$ cat src/rtl/command_issuer.sv
// Command issuer: FIFO-buffered 12-bit commands played back on command/run,
// with run held for RUN_CYCLES and a GAP-cycle settling interval per command.
module command_issuer #(
  parameter int unsigned DEPTH      = 16,
  parameter int unsigned RUN_CYCLES = 1,
  parameter int unsigned GAP        = 4
) (
  input  logic        clk,
  input  logic        rst,
  input  logic        wr_en,
  input  logic [11:0] wr_cmd,
  output logic        full,
  output logic        empty,
  input  logic        start,
  output logic [11:0] command,
  output logic        run,
  output logic        busy,
  output logic [7:0]  issued
);

  localparam int unsigned AW   = $clog2(DEPTH);
  localparam int unsigned CMAX = (RUN_CYCLES > GAP) ? RUN_CYCLES : GAP;
  localparam int unsigned CW   = (CMAX > 1) ? $clog2(CMAX + 1) : 1;
  localparam logic [CW-1:0] RUN_LOAD = CW'(RUN_CYCLES - 1);
  localparam logic [CW-1:0] GAP_LOAD = CW'(GAP - 1);

  typedef enum logic [1:0] {
    S_IDLE,
    S_RUN,
    S_GAP
  } state_t;

  state_t        state_q, state_d;
  logic [AW:0]   wr_ptr_q, wr_ptr_d;
  logic [AW:0]   rd_ptr_q, rd_ptr_d;
  logic [CW-1:0] cnt_q, cnt_d;
  logic [11:0]   cmd_q, cmd_d;
  logic [7:0]    issued_q, issued_d;
  logic [11:0]   mem_q [DEPTH];
  logic          do_wr;
  logic          do_pop;

  // Extra pointer MSB distinguishes full from empty when the indices match.
  assign empty = (wr_ptr_q == rd_ptr_q);
  assign full  = (wr_ptr_q[AW] != rd_ptr_q[AW]) &&
                 (wr_ptr_q[AW-1:0] == rd_ptr_q[AW-1:0]);
  assign do_wr = wr_en && !full;

  always_comb begin
    state_d = state_q;
    cnt_d   = cnt_q;
    do_pop  = 1'b0;
    case (state_q)
      S_IDLE: begin
        if (start && !empty) begin
          do_pop  = 1'b1;
          state_d = S_RUN;
          cnt_d   = RUN_LOAD;
        end
      end
      S_RUN: begin
        if (cnt_q == '0) begin
          state_d = S_GAP;
          cnt_d   = GAP_LOAD;
        end else begin
          cnt_d = cnt_q - 1'b1;
        end
      end
      S_GAP: begin
        // Final gap cycle chains straight into the next command if one is queued.
        if (cnt_q == '0) begin
          if (!empty) begin
            do_pop  = 1'b1;
            state_d = S_RUN;
            cnt_d   = RUN_LOAD;
          end else begin
            state_d = S_IDLE;
            cnt_d   = '0;
          end
        end else begin
          cnt_d = cnt_q - 1'b1;
        end
      end
      default: begin
        state_d = S_IDLE;
        cnt_d   = '0;
      end
    endcase
  end

  always_comb begin
    wr_ptr_d = wr_ptr_q + {{AW{1'b0}}, do_wr};
    rd_ptr_d = rd_ptr_q + {{AW{1'b0}}, do_pop};
    cmd_d    = do_pop ? mem_q[rd_ptr_q[AW-1:0]] : cmd_q;
    issued_d = issued_q + {7'd0, do_pop};
  end

  always_ff @(posedge clk or posedge rst) begin
    if (rst) begin
      state_q  <= S_IDLE;
      wr_ptr_q <= '0;
      rd_ptr_q <= '0;
      cnt_q    <= '0;
      cmd_q    <= '0;
      issued_q <= '0;
    end else begin
      state_q  <= state_d;
      wr_ptr_q <= wr_ptr_d;
      rd_ptr_q <= rd_ptr_d;
      cnt_q    <= cnt_d;
      cmd_q    <= cmd_d;
      issued_q <= issued_d;
    end
  end

  always_ff @(posedge clk) begin
    if (do_wr) begin
      mem_q[wr_ptr_q[AW-1:0]] <= wr_cmd;
    end
  end

  assign command = cmd_q;
  assign run     = (state_q == S_RUN);
  assign busy    = (state_q != S_IDLE);
  assign issued  = issued_q;

endmodule

$ cat config.mk
export PLATFORM = sky130hd
export DESIGN_NAME = command_issuer
export DESIGN_NICKNAME = d
export VERILOG_FILES = /design/src/rtl/command_issuer.sv
export SDC_FILE = /design/constraint.sdc
export NUM_CORES = 1
export LEC_CHECK = 0
export BUFFER_PORTS_ARGS = -buffer_cell sky130_fd_sc_hd__buf_2
export CORE_MARGIN = 3
export CORE_UTILIZATION = 33
export DETAILED_ROUTE_END_ITERATION = 7
export GPL_TIMING_DRIVEN = 1
export SETUP_SLACK_MARGIN = 0.05
export SLEW_MARGIN = 0
export SYNTH_ARGS = -nofsm -noshare
export SYNTH_HDL_FRONTEND = slang
export SYNTH_SLANG_ARGS = --single-unit
$ cat constraint.sdc
create_clock -name clk -period 5.15 [get_ports clk]
set_clock_uncertainty 0.15 [all_clocks]
set_input_delay 1.03 -clock clk [delete_from_list [all_inputs] [get_ports clk]]
set_output_delay 1.03 -clock clk [all_outputs]
set_load 0.05 [all_outputs]
-- Word level (Yosys, flattened, before mapping)
Memories as Yosys holds them, arrays and structs flattened. A register that Yosys moved wholly into a read port is not among the register bits.
Cells that the tools add are included.
- mux-type cells: 15
- reductions and logical operators: 9
- eq/ne operators: 8
- $add $sub $neg: 4
- operators by type and width (kind ; number):
    adder 5 x 1 -> 5 bit ; 2
    2-to-1 mux 3 bit ; 3
    one-hot mux 3 bit (3 select lines) ; 1
    adder 8 x 1 -> 8 bit ; 1
    2-to-1 mux 1 bit ; 6
    2-to-1 mux 2 bit ; 3
    one-hot mux 2 bit (3 select lines) ; 1
    == test 5 bit ; 1
    == test 4 bit ; 1
    != test 2 bit, second input constant ; 2
    logical AND 1 bit ; 3
    logical NOT 3 bit ; 1
    AND reduction 3 bit ; 1
    subtractor 3 x 1 -> 3 bit, second input constant ; 1
    == test 2 x 1 -> 1 bit, second input constant ; 1
    == test 2 bit, second input constant ; 1
    logical NOT 1 bit ; 2
    logical NOT 2 bit ; 1
    != test 2 x 1 -> 1 bit, second input constant ; 1
    one-hot mux 1 bit (2 select lines) ; 1
    nonzero test 2 bit ; 1
    != test 1 bit ; 1
- bits of input ports: 16
- output and inout bits: 24
- memory bits (writable): 192
- register bits after elaboration: 23
- memories: 1
- logic and storage cells: 42
- memory list (name ; depth ; width ; read ports ; clocked after Yosys merged registers in ; wr ports ; RTL line ; text):
    mem_q ; 16 ; 12 ; 1 ; 1 ; 1 ; 39 ; logic [11:0] mem_q [DEPTH];

-- Logic depth before layout (Yosys ltp)
- word-level depth: 6
- depth in mapped cells: 13

-- Least setup slack after synthesis
No wires, ideal clock.
- path type: input -> register
- start point: input wr_en
- end point: memory mem_q[0][0] (enable)
- cell stages on the path: 3
- path slack: 2.123 ns
- path buffers: 0
- setup time: 0.396 ns
- data arrival time: 2.480 ns
- required time: 4.604 ns
- cell sequence: o21a_1 or3b_1 nor3_1
- word-level cells in the longest chain between the ends: 3
- RTL lines (what ; RTL line ; text):
    start, declared ; 10 ; input logic wr_en,
    logical AND 1 bit ; 47 ; assign do_wr = wr_en && !full;
    2-to-1 mux 1 bit ; 117 ; if (do_wr) begin
    2-to-1 mux 1 bit (implied by the code) ; 118 ; mem_q[wr_ptr_q[AW-1:0]] <= wr_cmd;
    end, declared ; 39 ;
No other way between the ends.

-- Worst setup path after layout
- start point: register wr_ptr_q[2]
- end point: output empty
- word-level cells in the longest chain between the ends: 1
- RTL lines (what ; RTL line ; text):
    start, declared ; 34 ; logic [AW:0] wr_ptr_q, wr_ptr_d;
    start signal, assigned ; 108 ; wr_ptr_q <= wr_ptr_d;
    == test 5 bit ; 44 ; assign empty = (wr_ptr_q == rd_ptr_q);
    end, declared ; 13 ; output logic empty,
No other way between the ends.

==> metrics.txt <==
Synth Warn #=0; P per Cell Area=between 500 and 600 nW/um^2; Placer Congestion=between 0.8 and 0.9; Max clock buf depth=3; largest cells by area after synthesis=edfxtp_1 64%, mux4_2 10%, dfrtp_1 9.8%; mapped cell area=roughly 9000 um^2; Detail Route Antenna Nets=0; Rows=59; Top Ports=40; Area Overhead vs Synth=14.5%; total leakage power=~3.5 nW; root buffer cell=clkbuf_16; H-tree depth=1; Setup-failing EPs final=0; DR vias=4339; area leader, netlist=edfxtp_1; vias in the first global route=between 4000 and 5000; Iter 0 DRT Violations=330; gr ovfl total=0; Worst Hold Class=reg2reg; crit path buf inv count=1; Sw Share=33.4%; HPWL Detailed=11700 um; IO Port Bufs=39; total global-route track usage=12.6%; Yosys reg bits=between 200 and 250; Max Transition Viols Final=0; share of layout cells above drive strength 1=27.5%; Setup crit end kind=primary output; sequential share of the synthesized area=74.1%; IR drop worst, VDD=0.324 mV; CP Class=reg2out; Critical-path top delay cell=dfrtp_1; Min-Delay Path Depth=1; Crit path max-delay family=flip-flops; R2R depth=5; routed len/inst=approximately 22 um; CTS Sinks=227; largest net degree at the start of global routing=52; core area=26400 um^2; die area=29200 um^2; worst skew pair latency=0.50 ns; Vias/cell=5.14; first-pass GRT wire length=27500 um; CP Depth=4; total negative slack=0 ns; fraction of registers with async set/reset=about 15%; initial antenna violation count=0; Post-synth EDFFs=approximately 190; min cycle time layout=around 3.3 ns; sw power=2.04 mW; maxcap violations=0; clk slew on worst S/H paths=0.06 ns; fmax=between 300 and 400 MHz; final hold vios=0; final critical-path share of the clock period=63.9%; Synth Instances=around 450; RSZ-0062 raised after global routing=no; CTS tree=done; die span in x=171 um; Sequential Power Share=40.3%; WP data arrival=2.11 ns; outcome=finished, final reports clean; CTS Buf Count=22; antenna fix cells=0; setup bufs post-CTS=0; First-pass DRT Iterations=5; critical path startpoint category=register; Worst Tran Pin Value=1.18 ns; Post-synth top flop=edfxtp_1; Fill cells=2312; hold_buf cts=0; Crit path required time=slightly below 4 ns; post-CTS resize count=0; Mean Syn Cell Area=a little over 20 um^2; DR DRC count=0; Worst path max stage delay=0.64 ns; Final #Nets=521; syn_nets=474; Total Power=6.12 mW; Cell Chain, Critical Path=xnor2_1, nand4_1, nor2_2, buf_2; Die H=171 um; Internal Pwr Total=4.07 mW; Logic pwr share=31.8%; Clock Power Share=27.9%; share of the synthesized area in the top cell type=64.3%; Initial Utilization=~34%; wirelength, routed=18400 um; Synth cell types=41; crit path max fanout=11; Relative slew margins=21.2%
per-stage QoR:
step	util (%)	cells	hold WS [ns]	instance area (um^2)	setup WS, ns
global placement	36.0	804	0.312	9490	1.93
global route	39.0	844	0.356	10300	1.72
CTS	39.0	844	0.335	10300	1.86
finish	39.0	844	0.325	10300	1.86
detailed placement	36.0	804	0.322	9490	1.84
floorplan	-	446	0.315	8970	2.12
cell usage after synthesis (4+ instances only):
cell type	n
mux4_1	7
mux2_2	13
xor2_1	4
a22oi_1	24
mux4_2	41
xnor2_1	13
ha_1	12
nor2_1	16
inv_1	10
clkbuf_1	9
edfxtp_1	192
nand3_1	7
nand2_1	17
nor3_1	5
dfrtp_1	35
flip-flops by register name, indices dropped and copies added (netlist names):
signal / flops
mem_q: 192
command: 12
issued: 8
rd_ptr_q: 5
wr_ptr_q: 5
cnt_q: 3
state_q: 2
worst paths after layout:
kind,from,to,slack [ns]
min,issued[7],issued[7],0.33
max reg2reg,wr_ptr_q[2],mem_q[4][1],1.96
max,wr_ptr_q[2],empty,1.86
min reg2reg,issued[7],issued[7],0.33
max in group asynchronous,rst,rd_ptr_q[0],3.98
min in group asynchronous,rst,issued[7],0.50
placed cells by master (no fill, tap or decap), drive strengths merged, types with 13 or more instances in the layout:
cell type / count
buf: 43
clkbuf: 27
mux4: 48
dfrtp: 35
a22oi: 24
xnor2: 13
mux2: 13
nor2: 17
edfxtp: 192
nand2: 17
power groups by stage:
stage                     clock [mW]  sequential [mW]  combinational, mW
after CTS                       1.74             2.47               1.97
after global routing            1.82             2.49               2.08
final                           1.70             2.47               1.95
after global placement             0             2.48               1.92
after floorplan                    0             2.67               1.30
after detailed placement           0             2.50               1.97
routing by layer:
layer | global-route usage [%] | part of all wire, % | up-vias
met5 | 0 | 0 | -
met3 | 2.33 | 5.6 | 26
met2 | 21.1 | 50 | 143
li1 | - | - | 1899
met1 | 17.2 | 42 | 2271
met4 | 3.29 | 2.3 | 0
layout make-up:
class | instances | area [um^2] | share of cell area (%)
Timing Repair Buffer | 43 | 225 | 2.19
Clock inverter | 13 | 166 | 1.62
Tap cell | 335 | 419 | 4.08
Sequential cell | 227 | 6640 | 64.7
Inverter | 10 | 37.5 | 0.366
Clock buffer | 27 | 611 | 5.95
Multi-Input combinational cell | 189 | 2160 | 21.1
kinds of logic (layout without fill, tap and decap cells):
logic type	after synthesis	count (layout)	synth area share, %
DFF	227	227	74.1
muxes	63	63	14.2
buffers and inverters	30	93	2.05
xor gates and xnor gates	17	17	1.66
AOI/OAI and AO/OA	35	35	3.00
and+or+nand+nor	62	62	3.36
adders and majority gates	12	12	1.67
Note: power is estimated with default switching activity, not from simulation.
